## config.mk

```make
export PLATFORM = sky130hd
export DESIGN_NAME = mw_writeback_stage
export DESIGN_NICKNAME = d
export VERILOG_FILES = /design/src/rtl/cpu_pkg.sv /design/src/rtl/wb_md_buffer.sv /design/src/rtl/mw_writeback_stage.sv
export SDC_FILE = /design/constraint.sdc
export NUM_CORES = 1
export LEC_CHECK = 0
export CELL_PAD_IN_SITES_DETAIL_PLACEMENT = 1
export CELL_PAD_IN_SITES_GLOBAL_PLACEMENT = 1
export CORE_ASPECT_RATIO = 0.6
export CORE_MARGIN = 3
export CORE_UTILIZATION = 36
export DETAILED_ROUTE_END_ITERATION = 12
export PLACE_DENSITY_LB_ADDON = 0.1
export SYNTH_ARGS = -nofsm -noshare
export SYNTH_HDL_FRONTEND = slang
export SYNTH_SLANG_ARGS = --single-unit
```

## constraint.sdc

```tcl
create_clock -name clock -period 3.6 [get_ports clock]
set_input_delay 0.54 -clock clock [delete_from_list [all_inputs] [get_ports clock]]
set_output_delay 0.54 -clock clock [all_outputs]
set_load 0.05 [all_outputs]
```

## src/rtl/cpu_pkg.sv

```systemverilog
// ============================================================================
// Module      : cpu_pkg
// Description : Shared ISA constants (opcodes, ALU ops, exception codes) and
//               writeback result-buffer state encoding.
// Revision    : 1.0 - initial release
// ============================================================================
`default_nettype none

package cpu_pkg;

    localparam logic [4:0] OP_RTYPE = 5'b00000;
    localparam logic [4:0] OP_J     = 5'b00001;
    localparam logic [4:0] OP_BNE   = 5'b00010;
    localparam logic [4:0] OP_JAL   = 5'b00011;
    localparam logic [4:0] OP_JR    = 5'b00100;
    localparam logic [4:0] OP_ADDI  = 5'b00101;
    localparam logic [4:0] OP_BLT   = 5'b00110;
    localparam logic [4:0] OP_SW    = 5'b00111;
    localparam logic [4:0] OP_LW    = 5'b01000;
    localparam logic [4:0] OP_SETX  = 5'b10101;
    localparam logic [4:0] OP_BEX   = 5'b10110;

    localparam logic [4:0] ALU_ADD  = 5'b00000;
    localparam logic [4:0] ALU_SUB  = 5'b00001;
    localparam logic [4:0] ALU_MUL  = 5'b00110;
    localparam logic [4:0] ALU_DIV  = 5'b00111;

    localparam logic [2:0] EXC_ADD  = 3'd1;
    localparam logic [2:0] EXC_ADDI = 3'd2;
    localparam logic [2:0] EXC_SUB  = 3'd3;
    localparam logic [2:0] EXC_MUL  = 3'd4;
    localparam logic [2:0] EXC_DIV  = 3'd5;

    typedef enum logic [0:0] {
        BUF_EMPTY = 1'b0,
        BUF_FULL  = 1'b1
    } buf_state_t;

    // mul/div retire through the md port, never through the pipeline write
    function automatic logic is_md_op(input logic [4:0] op, input logic [4:0] alu_op);
        return (op == OP_RTYPE) && ((alu_op == ALU_MUL) || (alu_op == ALU_DIV));
    endfunction

endpackage

`default_nettype wire

```

## src/rtl/wb_md_buffer.sv

```systemverilog
// ============================================================================
// Module      : wb_md_buffer
// Description : One-entry mult/div result buffer; yields the regfile port to
//               the pipeline and drains when the pipeline is not writing.
// Revision    : 1.0 - initial release
// ============================================================================
`default_nettype none

module wb_md_buffer
    import cpu_pkg::*;
#(
    parameter int DATA_W  = 32,
    parameter int REG_W   = 5,
    parameter int EXC_REG = 30
) (
    input  logic              clock,
    input  logic              reset,
    input  logic              md_valid,
    input  logic [DATA_W-1:0] md_result,
    input  logic [REG_W-1:0]  md_rd,
    input  logic              md_exc,
    input  logic              md_is_div,
    input  logic              pipe_wr,
    output logic              md_ack,
    output logic              md_wr,
    output logic [REG_W-1:0]  md_wr_reg,
    output logic [DATA_W-1:0] md_wr_data,
    output logic              buf_full
);

    buf_state_t        r_state;
    buf_state_t        w_state_nxt;
    logic [REG_W-1:0]  r_reg;
    logic [DATA_W-1:0] r_data;
    logic [REG_W-1:0]  w_in_reg;
    logic [DATA_W-1:0] w_in_data;
    logic              w_capture;

    // exception code is folded in before capture so the buffer holds a final write
    assign w_in_reg  = md_exc ? REG_W'(EXC_REG) : md_rd;
    assign w_in_data = md_exc ? (md_is_div ? DATA_W'(EXC_DIV) : DATA_W'(EXC_MUL)) : md_result;
    assign buf_full  = (r_state == BUF_FULL);

    always_comb begin
        w_state_nxt = r_state;
        md_ack      = 1'b0;
        md_wr       = 1'b0;
        md_wr_reg   = w_in_reg;
        md_wr_data  = w_in_data;
        w_capture   = 1'b0;
        case (r_state)
            BUF_EMPTY: begin
                if (md_valid && !reset) begin
                    md_ack = 1'b1;
                    if (pipe_wr) begin
                        w_capture   = 1'b1;
                        w_state_nxt = BUF_FULL;
                    end else begin
                        md_wr = 1'b1;
                    end
                end
            end
            BUF_FULL: begin
                md_wr_reg  = r_reg;
                md_wr_data = r_data;
                if (!pipe_wr && !reset) begin
                    md_wr       = 1'b1;
                    w_state_nxt = BUF_EMPTY;
                end
            end
            default: w_state_nxt = BUF_EMPTY;
        endcase
    end

    always_ff @(posedge clock) begin
        if (reset) begin
            r_state <= BUF_EMPTY;
            r_reg   <= '0;
            r_data  <= '0;
        end else begin
            r_state <= w_state_nxt;
            if (w_capture) begin
                r_reg  <= w_in_reg;
                r_data <= w_in_data;
            end
        end
    end

endmodule

`default_nettype wire

```

## src/rtl/mw_writeback_stage.sv

```systemverilog
// ============================================================================
// Module      : mw_writeback_stage
// Description : MEM/WB pipeline register, writeback data select and regfile
//               port arbitration against the mult/div unit.
//               Optional MW_FWD_EN adds port-write and buffer bypass outputs.
// Revision    : 1.0 - initial release
// ============================================================================
`default_nettype none

module mw_writeback_stage
    import cpu_pkg::*;
#(
    parameter int DATA_W   = 32,
    parameter int REG_W    = 5,
    parameter int EXC_REG  = 30,
    parameter int LINK_REG = 31
) (
    input  logic              clock,
    input  logic              reset,
    input  logic              xm_valid,
    input  logic [31:0]       xm_insn,
    input  logic [DATA_W-1:0] xm_alu_out,
    input  logic [DATA_W-1:0] xm_mem_q,
    input  logic [DATA_W-1:0] xm_pc_plus1,
    input  logic              xm_ovf,
    input  logic              md_valid,
    input  logic [DATA_W-1:0] md_result,
    input  logic [REG_W-1:0]  md_rd,
    input  logic              md_exc,
    input  logic              md_is_div,
    output logic              md_ack,
    output logic              mw_valid,
    output logic [31:0]       mw_insn,
    output logic              ctrl_writeEnable,
    output logic [REG_W-1:0]  ctrl_writeReg,
    output logic [DATA_W-1:0] data_writeReg,
    output logic              md_buf_full
`ifdef MW_FWD_EN
    ,
    output logic              fwd_valid,
    output logic [REG_W-1:0]  fwd_reg,
    output logic [DATA_W-1:0] fwd_data,
    output logic              buf_fwd_valid,
    output logic [REG_W-1:0]  buf_fwd_reg,
    output logic [DATA_W-1:0] buf_fwd_data
`endif
);

    logic              r_valid;
    logic [31:0]       r_insn;
    logic [DATA_W-1:0] r_alu_out;
    logic [DATA_W-1:0] r_mem_q;
    logic [DATA_W-1:0] r_pc_plus1;
    logic              r_ovf;

    logic [4:0]        w_op;
    logic [4:0]        w_alu_op;
    logic [REG_W-1:0]  w_rd;
    logic              w_dec_wr;
    logic [REG_W-1:0]  w_dec_reg;
    logic [DATA_W-1:0] w_dec_data;
    logic              w_pipe_wr;
    logic              w_md_wr;
    logic [REG_W-1:0]  w_md_reg;
    logic [DATA_W-1:0] w_md_data;

    always_ff @(posedge clock) begin
        if (reset) begin
            r_valid    <= 1'b0;
            r_insn     <= '0;
            r_alu_out  <= '0;
            r_mem_q    <= '0;
            r_pc_plus1 <= '0;
            r_ovf      <= 1'b0;
        end else begin
            r_valid    <= xm_valid;
            r_insn     <= xm_insn;
            r_alu_out  <= xm_alu_out;
            r_mem_q    <= xm_mem_q;
            r_pc_plus1 <= xm_pc_plus1;
            r_ovf      <= xm_ovf;
        end
    end

    assign w_op     = r_insn[31:27];
    assign w_alu_op = r_insn[6:2];
    assign w_rd     = REG_W'(r_insn[26:22]);

    always_comb begin
        w_dec_wr   = 1'b0;
        w_dec_reg  = '0;
        w_dec_data = '0;
        case (w_op)
            OP_RTYPE: begin
                if (r_ovf && (w_alu_op == ALU_ADD)) begin
                    w_dec_wr   = 1'b1;
                    w_dec_reg  = REG_W'(EXC_REG);
                    w_dec_data = DATA_W'(EXC_ADD);
                end else if (r_ovf && (w_alu_op == ALU_SUB)) begin
                    w_dec_wr   = 1'b1;
                    w_dec_reg  = REG_W'(EXC_REG);
                    w_dec_data = DATA_W'(EXC_SUB);
                end else if (!is_md_op(w_op, w_alu_op)) begin
                    w_dec_wr   = (w_rd != '0);
                    w_dec_reg  = w_rd;
                    w_dec_data = r_alu_out;
                end
            end
            OP_ADDI: begin
                if (r_ovf) begin
                    w_dec_wr   = 1'b1;
                    w_dec_reg  = REG_W'(EXC_REG);
                    w_dec_data = DATA_W'(EXC_ADDI);
                end else begin
                    w_dec_wr   = (w_rd != '0);
                    w_dec_reg  = w_rd;
                    w_dec_data = r_alu_out;
                end
            end
            OP_LW: begin
                w_dec_wr   = (w_rd != '0);
                w_dec_reg  = w_rd;
                w_dec_data = r_mem_q;
            end
            OP_JAL: begin
                w_dec_wr   = 1'b1;
                w_dec_reg  = REG_W'(LINK_REG);
                w_dec_data = r_pc_plus1;
            end
            OP_SETX: begin
                w_dec_wr   = 1'b1;
                w_dec_reg  = REG_W'(EXC_REG);
                w_dec_data = DATA_W'(r_insn[26:0]);
            end
            OP_SW, OP_BNE, OP_BLT, OP_J, OP_JR, OP_BEX: w_dec_wr = 1'b0;
            default: w_dec_wr = 1'b0;
        endcase
    end

    assign w_pipe_wr = r_valid & w_dec_wr;

    wb_md_buffer #(
        .DATA_W  (DATA_W),
        .REG_W   (REG_W),
        .EXC_REG (EXC_REG)
    ) u_md_buffer (
        .clock      (clock),
        .reset      (reset),
        .md_valid   (md_valid),
        .md_result  (md_result),
        .md_rd      (md_rd),
        .md_exc     (md_exc),
        .md_is_div  (md_is_div),
        .pipe_wr    (w_pipe_wr),
        .md_ack     (md_ack),
        .md_wr      (w_md_wr),
        .md_wr_reg  (w_md_reg),
        .md_wr_data (w_md_data),
        .buf_full   (md_buf_full)
    );

    // pipeline owns the port; an md result targeting r0 is consumed silently
    always_comb begin
        ctrl_writeEnable = 1'b0;
        ctrl_writeReg    = '0;
        data_writeReg    = '0;
        if (w_pipe_wr) begin
            ctrl_writeEnable = 1'b1;
            ctrl_writeReg    = w_dec_reg;
            data_writeReg    = w_dec_data;
        end else if (w_md_wr && (w_md_reg != '0)) begin
            ctrl_writeEnable = 1'b1;
            ctrl_writeReg    = w_md_reg;
            data_writeReg    = w_md_data;
        end
    end

    assign mw_valid = r_valid;
    assign mw_insn  = r_insn;

`ifdef MW_FWD_EN
    assign fwd_valid     = ctrl_writeEnable;
    assign fwd_reg       = ctrl_writeReg;
    assign fwd_data      = data_writeReg;
    // while full the buffer is the md source, so its contents appear on w_md_*
    assign buf_fwd_valid = md_buf_full && (w_md_reg != '0);
    assign buf_fwd_reg   = w_md_reg;
    assign buf_fwd_data  = w_md_data;
`endif

endmodule

`default_nettype wire

```

==> flow_summary_export.csv <==
group,metric,value,unit
flow_run,drv_cap,0,
status,status,"complete, no violations",
timing,worst_pin_slew,1.00,ns
synth,async_reset_ff_frac,0,
clocking,cts_buffers,17,
worst_setup_path,cp.arrival,3.03,ns
clocking,cts_tree,"done",
worst_setup_path,cp.required,3.06,ns
global_routing,grt.total_usage,0.248,
finish,drive_above_1_share,0.143,
hold_path,hold_path.class,"input pin to flip-flop",
synth,synth_nets,873,
routing,post_drt_via_cell_ratio,5.31,
global_routing,grt_pass1_wl,39.4,mm
power,seq_power_share,0.440,
worst_setup_path,crit_type,"flip-flop to output port",
clocking,cts_resized,0,
power,peakVddDrop,0.000338,V
routing,ant_nets,0,
timing,slew_violations,0,
routing,wl,26.2,mm
worst_setup_path,critical-path-max-stage-delay,0.85,ns
hold_path,hold_start,"reset",
worst_setup_path,cp-start-kind,"flip-flop",
timing,setup_tns,0,ns
power,cellLeakagePower,3.82,nW
clocking,clk_pin_slew,0.07,ns
power,p_per_area,428,mW/mm^2
synth,yosysWarnings,0,
clocking,root_buffer,"clkbuf_16",
finish,multi_input_area,0.00331,sq mm
timing,setup-violations-final,0,
finish,fill_cells,1968,
worst_setup_path,cp_slowest_cell,"a2111oi_0",
power,clockPowerShare,0.386,
worst_setup_path,endpoint_kind,"output port",
routing,drcViolationCount,0,
clocking,cts_max_path_buffers,2,
finish,areaGrowthSynthToFinish,51.7,%
worst_setup_path,r2r_start,"mw_insn[30]$_SDFF_PP0_",
synth,seq_area_frac_synth,0.483,
timing,fin_crit,3.57,ns
timing,rsz0062_at_grt,"true",
power,switching_share,0.281,
synth,synth_area_per_cell,9.92,sq um
routing,wl_per_cell,22.3,um
timing,relSlewSlack,0.315,
worst_setup_path,crit_fanout,18,
global_routing,grt_max_degree,70,
global_routing,grt.overflow.total,0,
synth,ys.flop_type,"dfxtp_1",
power,netSwitchingPower,1.27,mW
clocking,insertion_delay,0.43,ns
worst_setup_path,path_delay_family,"compound AO/OA/AOI/OAI gates",
floorplanning,initial_core_util,0.376,
placed_design,routabilityCongestion,0.857,
global_routing,antenna_found_initial,3,
global_routing,grt_pass1_vias,6676,
floorplanning,io_pins,245,
clocking,htreeDepth,4,
power,pwr-share-comb,0.175,
floorplanning,die-height,114,um
routing,initialDrtViolationCount,527,
synth,synth_cell_types,49,
routing,vias,6252,
floorplanning,fp.dieArea,0.0211,sq mm
finish,final_cell_area,0.0106,sq mm
timing,finClkSkew,0.0107,ns
timing,post-route-period-util,0.991,
power,p_int,3.24,mW
floorplanning,die_w,185,um
placed_design,numPortBuffers,244,
clocking,ctsHoldBuffers,0,
synth,synth_cells,701,
placed_design,place_area,0.00999,sq mm
worst_setup_path,critPathBufInv,2,
floorplanning,num_rows,38,
timing,max_freq,280,MHz
worst_setup_path,crit_chain,"nor3_2 > and3_1 > buf_4 > a22o_1 > a2111oi_0 > o22ai_1 > buf_12",
synth,synth.ff_latch_count,168,
placed_design,hpwl,19.6,mm
synth,syn-cell-area,0.00696,sq mm
synth,synth-edff-count,0,
worst_setup_path,crit_start,"mw_insn[29]$_SDFF_PP0_",
finish,regArea,0.00337,sq mm
clocking,cts_setup_buffers,0,
clocking,numClockSinks,168,
finish,nNetsFinal,1095,
floorplanning,fp.coreArea,0.0185,sq mm
timing,hold_viol,0,
routing,firstDrtPassIters,5,
==> synthesized netlist by cell type, types with 2 or more instances <==
master       n  area [sq um]
nand2b_1     3          18.8
a21oi_1     38           190
a222oi_1    30           300
a21o_1       5          37.5
nor2b_1    131           820
buf_4        4          30.0
dfxtp_1    168          3360
mux2i_1     42           420
a22o_1       2          17.5
o22ai_2     29           363
buf_6        4          45.0
nand3_1     33           165
a2111oi_0    2          17.5
buf_2        5          25.0
o22ai_1      3          18.8
nor2_1      14          52.6
o21ai_0      6          30.0
buf_1        5          18.8
clkbuf_1    44           165
nor3b_1     31           233
a21boi_0    25           188
a22oi_1      2          15.0
inv_1        3          11.3
nor4_1       2          12.5
a211o_1      2          17.5
nand2_1     45           169
==> metrics by stage <==
stage / setup slack [ns] / hold slack, ns / instances / util / total power [mW]
6_report: 0.0316 / 0.416 / 1177 / 0.571 / 4.52
4_1_cts: 0.000276 / 0.395 / 1176 / 0.570 / 4.54
5_1_grt: -0.0253 / 0.399 / 1177 / 0.571 / 4.69
2_1_floorplan: 0.338 / 0.433 / 701 / - / 2.39
3_3_place_gp: 0.456 / 0.443 / 1144 / 0.540 / 2.79
3_5_place_dp: 0.341 / 0.453 / 1144 / 0.540 / 2.81
==> logic make-up after synthesis <==
kind of cell	share of synthesized area
flip-flops	0.483
multiplexers	0.0604
buffers and inverters	0.0430
AND/OR/NAND/NOR	0.226
AO/OA/AOI/OAI	0.187
==> worst paths after layout <==
| path | endpoint | slack, ns | cells past startpoint |
|---|---|---|---|
| hold reg to reg | u_md_buffer.r_data[14]$_SDFFE_PP0P_ | 0.46 | 2 |
| hold / removal | r_alu_out[17]$_SDFF_PP0_ | 0.42 | 2 |
| setup / recovery | data_writeReg[0] | 0.03 | 7 |
| setup reg to reg | u_md_buffer.r_data[20]$_SDFFE_PP0P_ | 1.05 | 7 |
==> cell type report <==
cell class,count,area share
diodes,1,0.000237
clock buffers,19,0.0420
clock inverters,13,0.0107
inverters,4,0.00142
multi-input cells,467,0.314
flip-flops and latches,168,0.319
well taps,240,0.0285
repair buffers,265,0.285
==> power groups by stage <==
| stage | Combinational (mW) | Sequential [mW] | Clock (mW) |
|---|---|---|---|
| floorplan | 0.310 | 2.08 | 0 |
| global placement | 0.771 | 2.02 | 0 |
| detailed placement | 0.785 | 2.03 | 0 |
| CTS | 0.791 | 1.98 | 1.77 |
| global route | 0.835 | 1.99 | 1.86 |
| finish | 0.789 | 1.99 | 1.74 |
==> per-layer routing <==
| layer | wire length (um) | vias up | global-route usage | part of all wire |
|---|---|---|---|---|
| li1 | - | 2929 | - | - |
| met1 | 12600 | 3112 | 0.354 | 0.48 |
| met2 | 11600 | 196 | 0.382 | 0.44 |
| met3 | 1800 | 13 | 0.0666 | 0.069 |
| met4 | 188 | 2 | 0.0490 | 0.0072 |
| met5 | 13 | - | 0 | 0.00050 |
==> cells in the final DEF (no fill, tap or decap), types with 2 or more instances in the layout <==
master           instances
clkbuf_16               17
o22ai_2                 29
clkinv_4                 3
inv_6                    2
a2111oi_0                2
inv_1                    3
clkinvlp_4               4
a21boi_1                 2
mux2i_1                 42
buf_12                  40
clkdlybuf4s50_1        205
a21boi_0                24
o22ai_1                  3
o21ai_0                  6
a222oi_1                30
dfxtp_2                  2
buf_4                   20
nor4_1                   2
nand3_1                 33
dfxtp_1                166
inv_8                    3
nand2b_1                 3
a21o_1                   5
a22o_1                   2
nor3b_1                 31
nor2b_1                131
nand2_1                 45
nor2_1                  13
a21oi_1                 38
Note: power is estimated with default switching activity, not from simulation.
